## src/rtl/debug_tx_serializer.sv

```systemverilog
`default_nettype none
// ============================================================================
//  Module   : debug_tx_serializer
//  Purpose  : Transmit side of the debug host link. 32-bit words from the
//             debug unit are buffered in a word FIFO. Each word is then sent
//             to the UART TX as 4 bytes, MSB first, using a start/done byte
//             handshake.
//  Options  : DEBUG_TX_CHECKSUM_EN - when defined, an XOR checksum byte is
//             sent after every word equal to END_WORD ("endd").
//  Revision : 1.0  initial release
// ============================================================================
module debug_tx_serializer #(
    parameter int          FIFO_DEPTH = 64,
    parameter logic [31:0] END_WORD   = 32'h656E6464
) (
    input  logic        i_clk,
    input  logic        i_reset,
    input  logic [31:0] i_data,
    input  logic        i_write_en,
    output logic        o_full,
    output logic        o_empty,
    output logic [7:0]  o_tx_data,
    output logic        o_tx_start,
    input  logic        i_tx_done,
    output logic        o_busy,
    output logic        o_overflow
);

    localparam int c_PW = (FIFO_DEPTH > 1) ? $clog2(FIFO_DEPTH) : 1;
    localparam int c_CW = c_PW + 1;
    localparam logic [c_CW-1:0] c_DEPTH_CNT = c_CW'(FIFO_DEPTH);

    // ------------------------------------------------------------------
    // State encoding
    // ------------------------------------------------------------------
`ifdef DEBUG_TX_CHECKSUM_EN
    typedef enum logic [2:0] {
        ST_IDLE       = 3'd0,
        ST_START      = 3'd1,
        ST_WAIT       = 3'd2,
        ST_CSUM_START = 3'd3,
        ST_CSUM_WAIT  = 3'd4
    } state_t;
`else
    typedef enum logic [1:0] {
        ST_IDLE  = 2'd0,
        ST_START = 2'd1,
        ST_WAIT  = 2'd2
    } state_t;
`endif

    state_t r_state;
    state_t w_state_next;

    // ------------------------------------------------------------------
    // Word FIFO storage and bookkeeping
    // ------------------------------------------------------------------
    logic [31:0]     r_mem [FIFO_DEPTH];
    logic [c_PW-1:0] r_wr_ptr;
    logic [c_PW-1:0] r_rd_ptr;
    logic [c_CW-1:0] r_count;
    logic            r_full;
    logic            r_empty;
    logic            r_overflow;

    logic            w_pop;
    logic            w_push;
    logic [c_CW-1:0] w_count_next;

    // ------------------------------------------------------------------
    // Serializer datapath
    // ------------------------------------------------------------------
    logic [31:0] r_sh;
    logic [1:0]  r_byte_idx;
    logic [7:0]  r_tx_data;
    logic        r_tx_start;
`ifdef DEBUG_TX_CHECKSUM_EN
    logic [7:0]  r_csum;
    logic        r_is_end;
`endif

    // The head word is consumed only while the FSM is idle; a push is
    // still allowed into a full FIFO when that same edge pops a word.
    assign w_pop  = (r_state == ST_IDLE) && !r_empty;
    assign w_push = i_write_en && (!r_full || w_pop);

    // Next occupancy: simultaneous push and pop cancel out.
    always_comb begin
        w_count_next = r_count;
        if (w_push && !w_pop) begin
            w_count_next = r_count + c_CW'(1);
        end else if (!w_push && w_pop) begin
            w_count_next = r_count - c_CW'(1);
        end
    end

    // FIFO storage write; contents need no reset because count gates reads.
    always_ff @(posedge i_clk) begin
        if (w_push) begin
            r_mem[r_wr_ptr] <= i_data;
        end
    end

    // FIFO pointers, count, registered flags and sticky overflow.
    always_ff @(posedge i_clk) begin
        if (i_reset) begin
            r_wr_ptr   <= '0;
            r_rd_ptr   <= '0;
            r_count    <= '0;
            r_full     <= 1'b0;
            r_empty    <= 1'b1;
            r_overflow <= 1'b0;
        end else begin
            if (w_push) begin
                r_wr_ptr <= r_wr_ptr + c_PW'(1);
            end
            if (w_pop) begin
                r_rd_ptr <= r_rd_ptr + c_PW'(1);
            end
            r_count <= w_count_next;
            r_full  <= (w_count_next == c_DEPTH_CNT);
            r_empty <= (w_count_next == '0);
            if (i_write_en && !w_push) begin
                r_overflow <= 1'b1;
            end
        end
    end

    // FSM state register.
    always_ff @(posedge i_clk) begin
        if (i_reset) begin
            r_state <= ST_IDLE;
        end else begin
            r_state <= w_state_next;
        end
    end

    // FSM next-state logic; done ticks only matter in the wait states.
    always_comb begin
        w_state_next = r_state;
        case (r_state)
            ST_IDLE: begin
                if (!r_empty) begin
                    w_state_next = ST_START;
                end
            end
            ST_START: begin
                w_state_next = ST_WAIT;
            end
            ST_WAIT: begin
                if (i_tx_done) begin
                    if (r_byte_idx == 2'd3) begin
`ifdef DEBUG_TX_CHECKSUM_EN
                        w_state_next = r_is_end ? ST_CSUM_START : ST_IDLE;
`else
                        w_state_next = ST_IDLE;
`endif
                    end else begin
                        w_state_next = ST_START;
                    end
                end
            end
`ifdef DEBUG_TX_CHECKSUM_EN
            ST_CSUM_START: begin
                w_state_next = ST_CSUM_WAIT;
            end
            ST_CSUM_WAIT: begin
                if (i_tx_done) begin
                    w_state_next = ST_IDLE;
                end
            end
`endif
            default: begin
                w_state_next = ST_IDLE;
            end
        endcase
    end

    // Shift register, byte index, TX byte/start pulse and checksum.
    always_ff @(posedge i_clk) begin
        if (i_reset) begin
            r_sh       <= '0;
            r_byte_idx <= '0;
            r_tx_data  <= '0;
            r_tx_start <= 1'b0;
`ifdef DEBUG_TX_CHECKSUM_EN
            r_csum     <= '0;
            r_is_end   <= 1'b0;
`endif
        end else begin
            r_tx_start <= 1'b0;
            case (r_state)
                ST_IDLE: begin
                    if (w_pop) begin
                        r_sh       <= r_mem[r_rd_ptr];
                        r_byte_idx <= 2'd0;
`ifdef DEBUG_TX_CHECKSUM_EN
                        r_is_end   <= (r_mem[r_rd_ptr] == END_WORD);
`endif
                    end
                end
                ST_START: begin
                    r_tx_data  <= r_sh[31:24];
                    r_tx_start <= 1'b1;
`ifdef DEBUG_TX_CHECKSUM_EN
                    r_csum     <= r_csum ^ r_sh[31:24];
`endif
                end
                ST_WAIT: begin
                    if (i_tx_done && (r_byte_idx != 2'd3)) begin
                        r_sh       <= {r_sh[23:0], 8'h00};
                        r_byte_idx <= r_byte_idx + 2'd1;
                    end
                end
`ifdef DEBUG_TX_CHECKSUM_EN
                ST_CSUM_START: begin
                    r_tx_data  <= r_csum;
                    r_tx_start <= 1'b1;
                end
                ST_CSUM_WAIT: begin
                    if (i_tx_done) begin
                        r_csum <= '0;
                    end
                end
`endif
                default: begin
                    r_tx_start <= 1'b0;
                end
            endcase
        end
    end

    assign o_full     = r_full;
    assign o_empty    = r_empty;
    assign o_overflow = r_overflow;
    assign o_tx_data  = r_tx_data;
    assign o_tx_start = r_tx_start;
    assign o_busy     = (r_state != ST_IDLE);

`ifndef DEBUG_TX_CHECKSUM_EN
    // END_WORD only has meaning with the checksum feature.
    logic [31:0] w_end_word_unused;
    assign w_end_word_unused = END_WORD;
`endif

endmodule
`default_nettype wire

```

## config.mk

```make
export PLATFORM = sky130hd
export DESIGN_NAME = debug_tx_serializer
export DESIGN_NICKNAME = d
export VERILOG_FILES = /design/src/rtl/debug_tx_serializer.sv
export SDC_FILE = /design/constraint.sdc
export NUM_CORES = 2
export LEC_CHECK = 0
export CORE_MARGIN = 4
export CORE_UTILIZATION = 35
export CTS_BUF_LIST = sky130_fd_sc_hd__clkbuf_16
export CTS_CLUSTER_SIZE = 20
export DETAILED_ROUTE_END_ITERATION = 16
export PLACE_DENSITY_LB_ADDON = 0.15
export REMOVE_ABC_BUFFERS = 1
export SETUP_SLACK_MARGIN = 0.5
export SLEW_MARGIN = 10
export SYNTH_ARGS = -nofsm -noshare
export SYNTH_HDL_FRONTEND = slang
export SYNTH_SLANG_ARGS = --single-unit
export TNS_END_PERCENT = 30
```

## constraint.sdc

```tcl
create_clock -name i_clk -period 8.99 [get_ports i_clk]
set_clock_uncertainty 0.2 [all_clocks]
set_input_delay 2.697 -clock i_clk [delete_from_list [all_inputs] [get_ports i_clk]]
set_output_delay 2.697 -clock i_clk [all_outputs]
set_load 0.01 [all_outputs]
```

==> summary.txt <==
Place
  – Port-buffer cells: 48
  – DP Area: 0.0860 sq mm
  – Routability-driven placement congestion ratio: 0.910
  – Pre-CTS setup slack: 1980 ps
  – Hpwl dp: 151 mm
  – Dpl cells: 6791

Logic synthesis
  – Synthesized area per cell: 21.5 sq um
  – Synth Cell Area: 0.0818 sq mm
  – Main area contributors after synthesis: edfxtp_1 (75%), mux4_2 (13%), mux2i_1 (2.0%)
  – Post-synthesis async set-or-reset flop share: 0
  – Yosys reg bits: 2121
  – Compound-Gate Fraction of Synth Area: 0.0267
  – Sequential share of the synthesized area: 0.770
  – Area share of fa/ha/maj cells after synthesis: 0.000765
  – Synth Area in Simple Gates: 0.0270
  – Mux contribution to synthesized area: 0.156
  – Cells after Synth: 3795
  – Post-Synth XOR/XNOR Area: 0.00150
  – Main flop type after synthesis: edfxtp_1
  – Number of synthesized flops with an enable pin: 2048
  – Ys Warns: 0
  – Synth top area share: 0.752
  – Post-synth top area cell: edfxtp_1
  – Unique cell type count in the Yosys netlist: 70
  – Main combinational cell family by area after synthesis: multiplexers

Floorplan
  – Die X: 491 microns
  – Chip Height: 491 microns
  – Starting Density: 0.352
  – Row count: 177
  – Core box area: 0.233 sq mm
  – Io pins: 49
  – Die area: 0.241 sq mm

Critical path
  – R2r endpoint: r_mem[58][12]
  – Worst Setup End Kind: flip-flop
  – Top Family by Delay on Critical Path: simple AND/OR/NAND/NOR gates
  – Worst Path Buf+Inv: 3
  – Critical path cell sequence: clkdlybuf4s50_1 > a21boi_0 > buf_4 > nor2b_1 > nand3b_1 > buf_4 > nor2_4
  – CP Max Fanout: 32
  – Critical Path RT: 9240 ps
  – R2R cell count: 7
  – Reg-to-Reg Start: r_state[0]
  – Reg-to-reg slack, setup: 4260 ps
  – CP arrival: 6460 ps
  – Startpoint types: primary input
  – Crit path top cell by count: buf_4
  – CP max stage delay: 940 ps
  – Worst setup path class: in -> reg
  – Slowest-stage cell, CP: nor2_4

STA
  – Final Hold Fails: 0
  – Final setup viols: 0
  – Unrepaired setup endpoints after global routing: false
  – Min Tclk post-route: 6210 ps
  – Tightest Pin Transition: 1320 ps
  – Worst slew margin: 0.118
  – Final worst-path cycle share: 0.691
  – Max Slew Vio Count: 0
  – Setup TNS: 0 ps
  – Fmax: 0.161 GHz
  – Final worst setup slack: 2780 ps

GRT
  – Gr usage total: 0.204
  – Initial antenna violation count: 28
  – Remaining global-route overflow: 0
  – Vias in the first global route: 39800
  – Pin count of the biggest net entering global routing: 91
  – First-pass GRT wire length: 342 mm

Clock tree
  – CTS root buf: clkbuf_16
  – H-tree depth: 4
  – CTS Buffer Depth: 3
  – TritonCTS clock tree: yes
  – Total CTS buffers: 220
  – Post_cts resized: 0
  – TritonCTS Sinks: 2121
  – Clock transition at the registers of the reported paths: 60 ps
  – Hold Buf Count CTS: 0
  – Clock latency on the worst-skew pair: 850 ps
  – Setup Buffers After CTS: 0

Route
  – Wire per inst: 34.7 microns
  – Drt first pass iters: 6
  – Post-route DRC: 0
  – Drt total wl: 250 mm
  – Initial drt markers: 4751
  – Vias: 40300
  – Post-DRT Antenna Nets: 0
  – DR vias/cell: 5.59

Cells and area
  – Area Growth Syn to Fin: 13.8%
  – Fraction of layout cells with a size suffix above 1: 0.250
  – Design Area, Final: 0.0930 sq mm
  – Non-Filler Instances: 7207
  – Post-layout nets: 4014
  – Post-layout util: 0.400

Status
  – Outcome: finished clean

Min path
  – Min-delay worst type: reg -> reg
  – Hold path depth: 2
  – Worst Hold End: o_tx_data[1]
  – Worst hold start: o_tx_data[1]

Power
  – PwrDens: 262 mW/mm^2
  – Sequential Power Share: 0.458
  – Internal Pwr Total: 17.7 mW
  – Combinational Power Share: 0.182
  – Net Sw Power: 6.60 mW
  – Sw Ratio: 0.271
  – Leakage: 27.8 nW
  – Worst IR drop on VDD: 215 uV
  – Clock share of power: 0.360

Job
  – Max-cap violations: 0
cells in the final DEF, fill, tap and decap left out, types with 8 or more instances in the layout:
cell type and instances:
edfxtp_1 2048, mux4_2 485, clkbuf_16 225, mux2i_1 165, buf_4 118, nand2_1 84
nor2_1 81, dfxtp_1 67, inv_1 65, nor2_4 64, o22ai_1 52, clkinv_1 51
nor3_1 49, clkinv_2 49, a21oi_1 47, a211oi_1 43, nor2b_1 40, o21ai_0 34
a22oi_1 33, nor4_1 30, nand3_1 26, buf_2 20, nand2b_1 18, bufinv_16 16
clkdlybuf4s50_1 15, buf_12 14, a22o_1 13, mux2_2 13, a31oi_1 12, nand4_1 11
o221ai_1 11, nand3b_1 8
power by group through the flow:
stage,logic [mW],clock network [mW],registers (mW)
floorplan,2.63,0,11.6
CTS,4.48,8.93,11.1
global placement,4.48,0,11.4
global route,4.66,9.35,11.2
detailed placement,4.48,0,11.4
finish,4.43,8.75,11.1
per-stage QoR:
stage          hold WS (ps)  power [mW]
2_1_floorplan           226        14.2
3_3_place_gp            244        15.8
3_5_place_dp            249        15.8
4_1_cts                 257        24.6
5_1_grt                 277        25.2
6_report                252        24.3
flip-flops by register name, indices dropped and copies added, names as in the netlist, named ones only:
| signal | cells |
|---|---|
| r_mem | 2048 |
| o_tx_data | 8 |
| o_overflow | 1 |
| o_tx_start | 1 |
| r_byte_idx | 2 |
| r_wr_ptr | 6 |
| o_full | 1 |
| r_sh | 32 |
| r_state | 2 |
| r_rd_ptr | 6 |
| r_count | 7 |
| o_empty | 1 |
layer usage:
layer | vias to the layer above | GRT usage | part of all wire
li1 | 16400 | - | -
met1 | 22200 | 0.304 | 0.45
met2 | 1465 | 0.313 | 0.46
met3 | 280 | 0.0334 | 0.065
met4 | 0 | 0.0518 | 0.024
met5 | - | 0 | 0
how the worst max path moves through the flow:
stage,start,to,cells after the start
floorplan,flip-flop,r_sh[29],6
global placement,i_write_en,r_mem[18][27],7
global route,i_write_en,r_mem[58][24],7
detailed placement,i_write_en,r_mem[58][13],7
CTS,i_write_en,r_mem[58][13],7
finish,i_write_en,r_mem[58][12],7
layout make-up:
cell class	instances	area, sq um
Multi-Input combinational cell	1448	17800
Clock inverter	181	1240
Sequential cell	2121	63000
Fill cell	20600	140000
Inverter	12	45.0
Antenna cell	7	17.5
Clock buffer	225	5630
Tap cell	3043	3810
Timing Repair Buffer	170	1490
cells in the mapped netlist (5+ instances only):
cell	count
edfxtp_1	2048
mux4_2	485
mux2i_1	165
nor2_1	145
nand2_1	84
dfxtp_1	73
clkbuf_1	56
buf_2	55
o22ai_1	52
nor3_1	50
a21oi_1	47
a211oi_1	43
nor2b_1	42
buf_4	40
buf_6	39
o21ai_0	34
a22oi_1	33
nor4_1	30
nand3_1	27
nand2b_1	18
a22o_1	13
buf_1	13
mux2_2	13
a31oi_1	12
nand4_1	11
o221ai_1	11
a2111oi_0	10
inv_1	8
nand3b_1	8
a221oi_1	7
o41ai_1	7
xnor2_1	7
xor2_1	7
and2_1	6
o211ai_1	6
or2_2	6
a32oi_1	5
buf_12	5
buf_8	5
ha_1	5
o32ai_1	5
or3_1	5
tightest hold or removal path, delay by kind of cell, from the launching register on:
kind	cells	cell delay [ps]
AO/OA/AOI/OAI	1	50
flip-flops	1	310
AND/OR/NAND/NOR	1	50
cells by family (layout without fill, tap and decap cells):
logic type      count (synthesis)  count (layout)
mux                           663             663
fa+ha+maj                       5               5
xor+xnor                       14              14
simple gates                  452             452
compound gates                314             314
buf+inv                       226             588
flops                        2121            2121
other cells                     0               7
Power figures use the tool's default switching activity.
